--- src/rtl/logic_unit_arbiter.sv ---
// Two-port arbiter/sequencer for the 16-bit combinational logic unit: grant, execute, hold response.
// Define LU_ARB_RR_EN for round-robin arbitration; otherwise requester 0 has fixed priority.
module logic_unit_arbiter #(
    parameter int W = 16
) (
    input  logic         clk,
    input  logic         rst_n,
    input  logic         req0_valid,
    output logic         req0_ready,
    input  logic [W-1:0] req0_a,
    input  logic [W-1:0] req0_b,
    input  logic [2:0]   req0_op,
    input  logic         req1_valid,
    output logic         req1_ready,
    input  logic [W-1:0] req1_a,
    input  logic [W-1:0] req1_b,
    input  logic [2:0]   req1_op,
    output logic [W-1:0] lu_a,
    output logic [W-1:0] lu_b,
    output logic [2:0]   lu_op,
    input  logic [W-1:0] lu_out,
    input  logic         lu_eq,
    input  logic         lu_gt,
    input  logic         lu_lt,
    input  logic         lu_za,
    input  logic         lu_zb,
    output logic         rsp_valid,
    input  logic         rsp_ready,
    output logic         rsp_id,
    output logic [W-1:0] rsp_data,
    output logic         rsp_eq,
    output logic         rsp_gt,
    output logic         rsp_lt,
    output logic         rsp_za,
    output logic         rsp_zb
);

    typedef enum logic [1:0] {
        IDLE = 2'd0,
        EXEC = 2'd1,
        DONE = 2'd2
    } state_t;

    state_t         state_reg;
    state_t         state_next;
    logic           grant_any;
    logic           grant_id;
    logic [W-1:0]   lu_a_reg;
    logic [W-1:0]   lu_b_reg;
    logic [2:0]     lu_op_reg;
    logic           id_reg;
    logic [W-1:0]   data_reg;
    logic [4:0]     flags_reg;
`ifdef LU_ARB_RR_EN
    logic           last_id_reg;
`endif

    // Winner selection; only meaningful while grant_any is high.
    always_comb begin
        grant_any = req0_valid | req1_valid;
`ifdef LU_ARB_RR_EN
        if (req0_valid && req1_valid) begin
            grant_id = ~last_id_reg;
        end else begin
            grant_id = req1_valid;
        end
`else
        grant_id = req1_valid & ~req0_valid;
`endif
    end

    always_ff @(posedge clk or negedge rst_n) begin
        if (!rst_n) begin
            state_reg <= IDLE;
        end else begin
            state_reg <= state_next;
        end
    end

    always_comb begin
        state_next = state_reg;
        case (state_reg)
            IDLE:    if (grant_any) state_next = EXEC;
            EXEC:    state_next = DONE;
            DONE:    if (rsp_ready) state_next = IDLE;
            default: state_next = IDLE;
        endcase
    end

    // Ready is a combinational accept pulse; gated by rst_n so it reads 0 while reset is held.
    always_comb begin
        req0_ready = 1'b0;
        req1_ready = 1'b0;
        rsp_valid  = 1'b0;
        case (state_reg)
            IDLE: begin
                if (rst_n && grant_any) begin
                    req0_ready = ~grant_id;
                    req1_ready = grant_id;
                end
            end
            DONE:    rsp_valid = 1'b1;
            default: ;
        endcase
    end

    always_ff @(posedge clk or negedge rst_n) begin
        if (!rst_n) begin
            lu_a_reg    <= '0;
            lu_b_reg    <= '0;
            lu_op_reg   <= 3'b000;
            id_reg      <= 1'b0;
            data_reg    <= '0;
            flags_reg   <= 5'b0;
`ifdef LU_ARB_RR_EN
            last_id_reg <= 1'b1;
`endif
        end else begin
            if (state_reg == IDLE && grant_any) begin
                lu_a_reg    <= grant_id ? req1_a  : req0_a;
                lu_b_reg    <= grant_id ? req1_b  : req0_b;
                lu_op_reg   <= grant_id ? req1_op : req0_op;
                id_reg      <= grant_id;
`ifdef LU_ARB_RR_EN
                last_id_reg <= grant_id;
`endif
            end
            if (state_reg == EXEC) begin
                data_reg  <= lu_out;
                flags_reg <= {lu_eq, lu_gt, lu_lt, lu_za, lu_zb};
            end
        end
    end

    assign lu_a     = lu_a_reg;
    assign lu_b     = lu_b_reg;
    assign lu_op    = lu_op_reg;
    assign rsp_id   = id_reg;
    assign rsp_data = data_reg;
    assign rsp_eq   = flags_reg[4];
    assign rsp_gt   = flags_reg[3];
    assign rsp_lt   = flags_reg[2];
    assign rsp_za   = flags_reg[1];
    assign rsp_zb   = flags_reg[0];

endmodule

--- config.mk ---
export PLATFORM = sky130hd
export DESIGN_NAME = logic_unit_arbiter
export DESIGN_NICKNAME = d
export VERILOG_FILES = /design/src/rtl/logic_unit_arbiter.sv
export SDC_FILE = /design/constraint.sdc
export NUM_CORES = 1
export LEC_CHECK = 0
export ABC_AREA = 1
export CAP_MARGIN = 40
export CORE_MARGIN = 5
export CORE_UTILIZATION = 35
export CTS_CLUSTER_SIZE = 24
export DETAILED_ROUTE_END_ITERATION = 12
export GPL_ROUTABILITY_DRIVEN = 1
export PLACE_DENSITY_LB_ADDON = 0.1
export SKIP_LAST_GASP = 1
export SLEW_MARGIN = 0
export SYNTH_ARGS = -nofsm -noshare
export SYNTH_HDL_FRONTEND = slang
export SYNTH_SLANG_ARGS = --single-unit
--- constraint.sdc ---
create_clock -name clk -period 1.2 [get_ports clk]
set_clock_uncertainty 0.2 [all_clocks]
set_input_delay 0.18 -clock clk [delete_from_list [all_inputs] [get_ports clk]]
set_output_delay 0.18 -clock clk [all_outputs]
set_load 0.02 [all_outputs]
Yosys cells after proc, flatten, opt, wreduce, memory -nomap -nowiden
Index checks and enable logic that the tools add are counted.
{"block": "word_totals", "register_bits": 59, "out_inout_bits": 60, "elab_cells": 30}
{"block": "classes", "eq_ne": 4, "mux": 11, "bitwise_logic": 4, "n_reduce_logical": 4}
{"cell": "16-bit 2-to-1 mux", "n": 2}
{"cell": "2-bit case mux with 3 select lines", "n": 1}
{"cell": "1-bit 2-to-1 mux", "n": 5}
{"cell": "2-bit 2-to-1 mux", "n": 2}
{"cell": "2-bit != test (second input constant)", "n": 2}
{"cell": "3-bit 2-to-1 mux", "n": 1}
{"cell": "2-bit by 1-bit equality test with 1-bit output (second input constant)", "n": 1}
{"cell": "2-bit equality test (second input constant)", "n": 1}
{"cell": "1-bit logical AND", "n": 2}
{"cell": "2-bit logical NOT", "n": 1}
{"cell": "1-bit inverter", "n": 2}
{"cell": "2-bit AND reduction", "n": 1}
{"cell": "1-bit AND", "n": 1}
{"cell": "1-bit bitwise OR", "n": 1}

Depth between registers and ports, before layout
{"block": "depth", "word_depth": 5, "ltp_mapped": 8, "ltp_nobuf": 6}

Worst setup path before layout
Ideal clock, no wire load.
{"block": "synth_timing", "path_type": "input-to-output", "from": "input req0_valid", "to": "output req1_ready", "arrival_time_ns": 1.094, "path_slack_ns": -0.274, "stages": 5, "path_cell_list": "inv_2 buf_4 nand2_4 buf_4 nor3_1"}
{"block": "synth_between", "elab_chain_cells": 4, "elab_cells_between_ends": 6, "cone_classes": "mux: 2; bitwise: 3; reduce/logical: 1"}
{"element": "start, declared", "line": "8", "source": "input logic req0_valid,"}
{"element": "1-bit bitwise OR / 1-bit inverter (equally long branches)", "line": "60, 68"}
{"element": "1-bit logical AND / 1-bit AND (equally long branches)", "line": "97, 68"}
{"element": "1-bit 2-to-1 mux *", "line": "97", "source": "if (rst_n && grant_any) begin"}
{"element": "1-bit 2-to-1 mux *", "line": "95", "source": "case (state_reg)"}
{"element": "end, declared", "line": "14", "source": "output logic req1_ready,"}
Every way passes the cells marked *; elsewhere a longest branch is shown, timed or not.

Worst setup path after layout
{"block": "layout_timing", "from": "register state_reg[0]", "to": "output req0_ready"}
{"block": "layout_between", "elab_chain_cells": 2}
{"element": "start, declared", "line": "44", "source": "state_t state_reg;"}
{"element": "start signal, assigned", "line": "76", "source": "state_reg <= state_next;"}
{"element": "2-bit logical NOT", "line": "95"}
{"element": "1-bit 2-to-1 mux", "line": "95"}
{"element": "end, declared", "line": "9", "source": "output logic req0_ready,"}
No other way between the ends.

==> impl_metrics.py <==
metrics = {
    "outcome": {
        "status": "finished with violations",
        "violations": "negative hold slack, negative setup slack",
    },
    "drt": {
        "firstDrtPassIters": 4,
        "vias": 3203,
        "drtIter0Drc": 91,
        "post_drt_via_cell_ratio": 4.61,
        "detail-route-antenna-nets": 0,
        "wl_per_cell_um": 15.1,
        "wl_um": 10500,
        "drc_errors": 0,
    },
    "cts": {
        "cts_tree": "built",
        "insertion_delay_ns": 0.33,
        "clockBufferDepth": 2,
        "numCtsBuffers": 9,
        "clock-sinks": 59,
        "clk_pin_slew_ns": 0.07,
        "cts_max_level": 3,
        "root_buffer": "clkbuf_8",
    },
    "final_layout": {
        "final-seq-area_um2": 1480,
        "fill_cells": 598,
        "fin_util": 0.727,
        "multi_input_area_um2": 1290,
        "area_growth_pct": 101,
        "nNetsFinal": 684,
        "layout_commonest_cell": "nand2_1",
        "mostFrequentLayoutCells": "nand2_1 (199), clkdlybuf4s50_1 (93), buf_6 (66)",
        "antennaDiodeCount": 0,
        "instances_no_fill": 695,
        "drive_above_1_share": 0.305,
    },
    "grt": {
        "grt.total_usage": 0.204,
        "grt_pass1_vias": 3156,
        "grt_max_degree": 60,
        "grt_overflow": 0,
        "grt_pass1_wl_um": 15800,
        "antenna_found_initial": 0,
    },
    "die": {
        "die_w_um": 99.6,
        "core_area_um2": 7770,
        "rows": 32,
        "die_h_um": 99.6,
        "die_area_um2": 9930,
        "top_level_ports": 156,
        "initial_core_util": 0.362,
    },
    "placement": {
        "io_buffer_count": 155,
        "dp_hpwl_um": 6340,
        "dp_cells": 629,
        "place_congestion": 0.770,
    },
    "sta": {
        "max_slew_margin": 0.485,
        "fin_ws_ns": -0.423,
        "final_hold_viol_count": 59,
        "slew_viol_final": 0,
        "max_freq_mhz": 616,
        "finalCritPeriodShare": 1.35,
        "rsz0062_at_grt": "yes",
        "setup_viol": 119,
        "tightest_slew_ns": 0.772,
        "finalHoldWorstSlack_ns": -0.177,
        "min_period_ns": 1.62,
    },
    "critical_path": {
        "crit_slowest_cell": "dfrtp_1",
        "endpoint_kind": "primary output",
        "cp_cell_sequence": "nor2_4 -> inv_2 -> nor3_4 -> buf_6",
        "reg2reg_slack_ns": -0.38,
        "cp_num_buf_inv": 2,
        "worstPathMaxFanout": 2,
        "reg2reg_depth": 8,
        "r2r-start": "state_reg[0]$_DFFE_PN0P_",
        "start_kind": "flop",
        "crit_arrival_ns": 1.24,
        "slowest_delay_ns": 0.43,
        "r2r_end": "lu_b[1]$_DFFE_PN0P_",
        "crit_type": "reg2out",
        "required_ns": 0.82,
        "critPathTopFamily": "flip-flops",
    },
    "synthesis": {
        "ys_seq_area_frac": 0.525,
        "ys_ff_latch": 59,
        "syn_area_um2": 2810,
        "yosysWarnings": 0,
        "yosysUniqueCellTypes": 14,
        "synth_nets": 470,
        "syn_area_per_cell_um2": 7.52,
        "synth_cells": 374,
    },
    "hold_path": {
        "hold_class": "in2async",
    },
    "power": {
        "combPwrFrac": 0.623,
        "leakagePower_nw": 2.97,
        "clkPwrFrac": 0.126,
        "peakVddDrop_v": 0.00131,
        "p_seq_frac": 0.251,
        "swShare": 0.381,
        "p_sw_mw": 5.57,
        "p_per_area_nw_per_um2": 2580,
        "p_int_mw": 9.03,
    },
    "run": {
        "cap_violations": 0,
    },
}
[worst reg2reg max path, stage by stage, from the launching register on]
cell	delay, ns
dfrtp_1	0.42
nor2_4	0.06
buf_4	0.13
buf_6	0.12
nand2_8	0.09
clkinv_8	0.08
bufbuf_16	0.27
nand2_1	0.06
nand2_1	0.04
[routing by layer]
metal,GRT usage,up-vias,wire (µm)
met5,0,-,0
met4,0.0662,0,110
met3,0.0491,10,641
met2,0.348,93,5310
met1,0.255,1501,4400
li1,-,1599,-
[power groups by stage]
stage,Combinational [mW],Clock (mW),Sequential [mW]
after floorplan,1.97,0,4.61
after global placement,6.22,0,3.45
after detailed placement,6.27,0,3.48
after CTS,8.15,1.88,3.65
after global routing,9.72,1.96,3.77
final,9.10,1.83,3.66
[synthesized netlist by cell type (all sizes together)]
master | count | area share
buf | 19 | 0.050
clkbuf | 5 | 0.0067
dfrtp | 59 | 0.52
inv | 7 | 0.0093
nand2 | 222 | 0.30
nand3 | 56 | 0.10
nor2 | 2 | 0.0027
nor3 | 2 | 0.0036
o21ai | 2 | 0.0036
[metrics by stage]
step / setup TNS, ns / hold WS, ns / instance area (µm²) / total power, mW / worst slack, ns
2_1_floorplan: -1.94 / -0.316 / 2840 / 6.58 / -0.0619
3_3_place_gp: -41.93 / 0.207 / 4560 / 9.67 / -0.785
3_5_place_dp: -43.18 / 0.211 / 4560 / 9.75 / -0.800
5_1_grt: -28.00 / -0.109 / 5650 / 15.4 / -0.508
6_report: -22.56 / -0.177 / 5650 / 14.6 / -0.423
4_1_cts: -17.62 / -0.158 / 5340 / 13.7 / -0.481
[how the worst max path moves through the flow]
stage                                   startpoint                   to  slack (ns)  cells past startpoint
after global routing      state_reg[0]$_DFFE_PN0P_           req0_ready       -0.51                      4
after CTS                 state_reg[0]$_DFFE_PN0P_           req0_ready       -0.48                      4
after detailed placement                req1_valid  lu_b[3]$_DFFE_PN0P_       -0.80                      9
final                     state_reg[0]$_DFFE_PN0P_           req0_ready       -0.42                      4
after floorplan           state_reg[0]$_DFFE_PN0P_  lu_a[1]$_DFFE_PN0P_       -0.06                      6
after global placement                  req0_valid           req1_ready       -0.78                      5
[logic make-up after synthesis]
family	Yosys count	share of synthesized area
AOI/OAI and AO/OA	2	0.00356
buffers and inverters	31	0.0658
DFF	59	0.525
and+or+nand+nor	282	0.406
[area by class of cell]
| type | instances | area share |
|---|---|---|
| repair buffers | 227 | 0.444 |
| flip-flops and latches | 59 | 0.261 |
| multi-input cells | 284 | 0.229 |
| clock buffers | 10 | 0.0244 |
| well taps | 102 | 0.0226 |
| clock inverters | 6 | 0.0115 |
| inverters | 7 | 0.00775 |
[timing repair]
action                                  in CTS  in global routing
gates resized for setup                    389                 40
cloned                                       8                  1
endpoints found under the setup margin     119                119
buffers inserted                            21                 21
endpoints found under the hold margin       59                 59
pin swaps                                    1                  6
(Power assumes the default switching activity.)
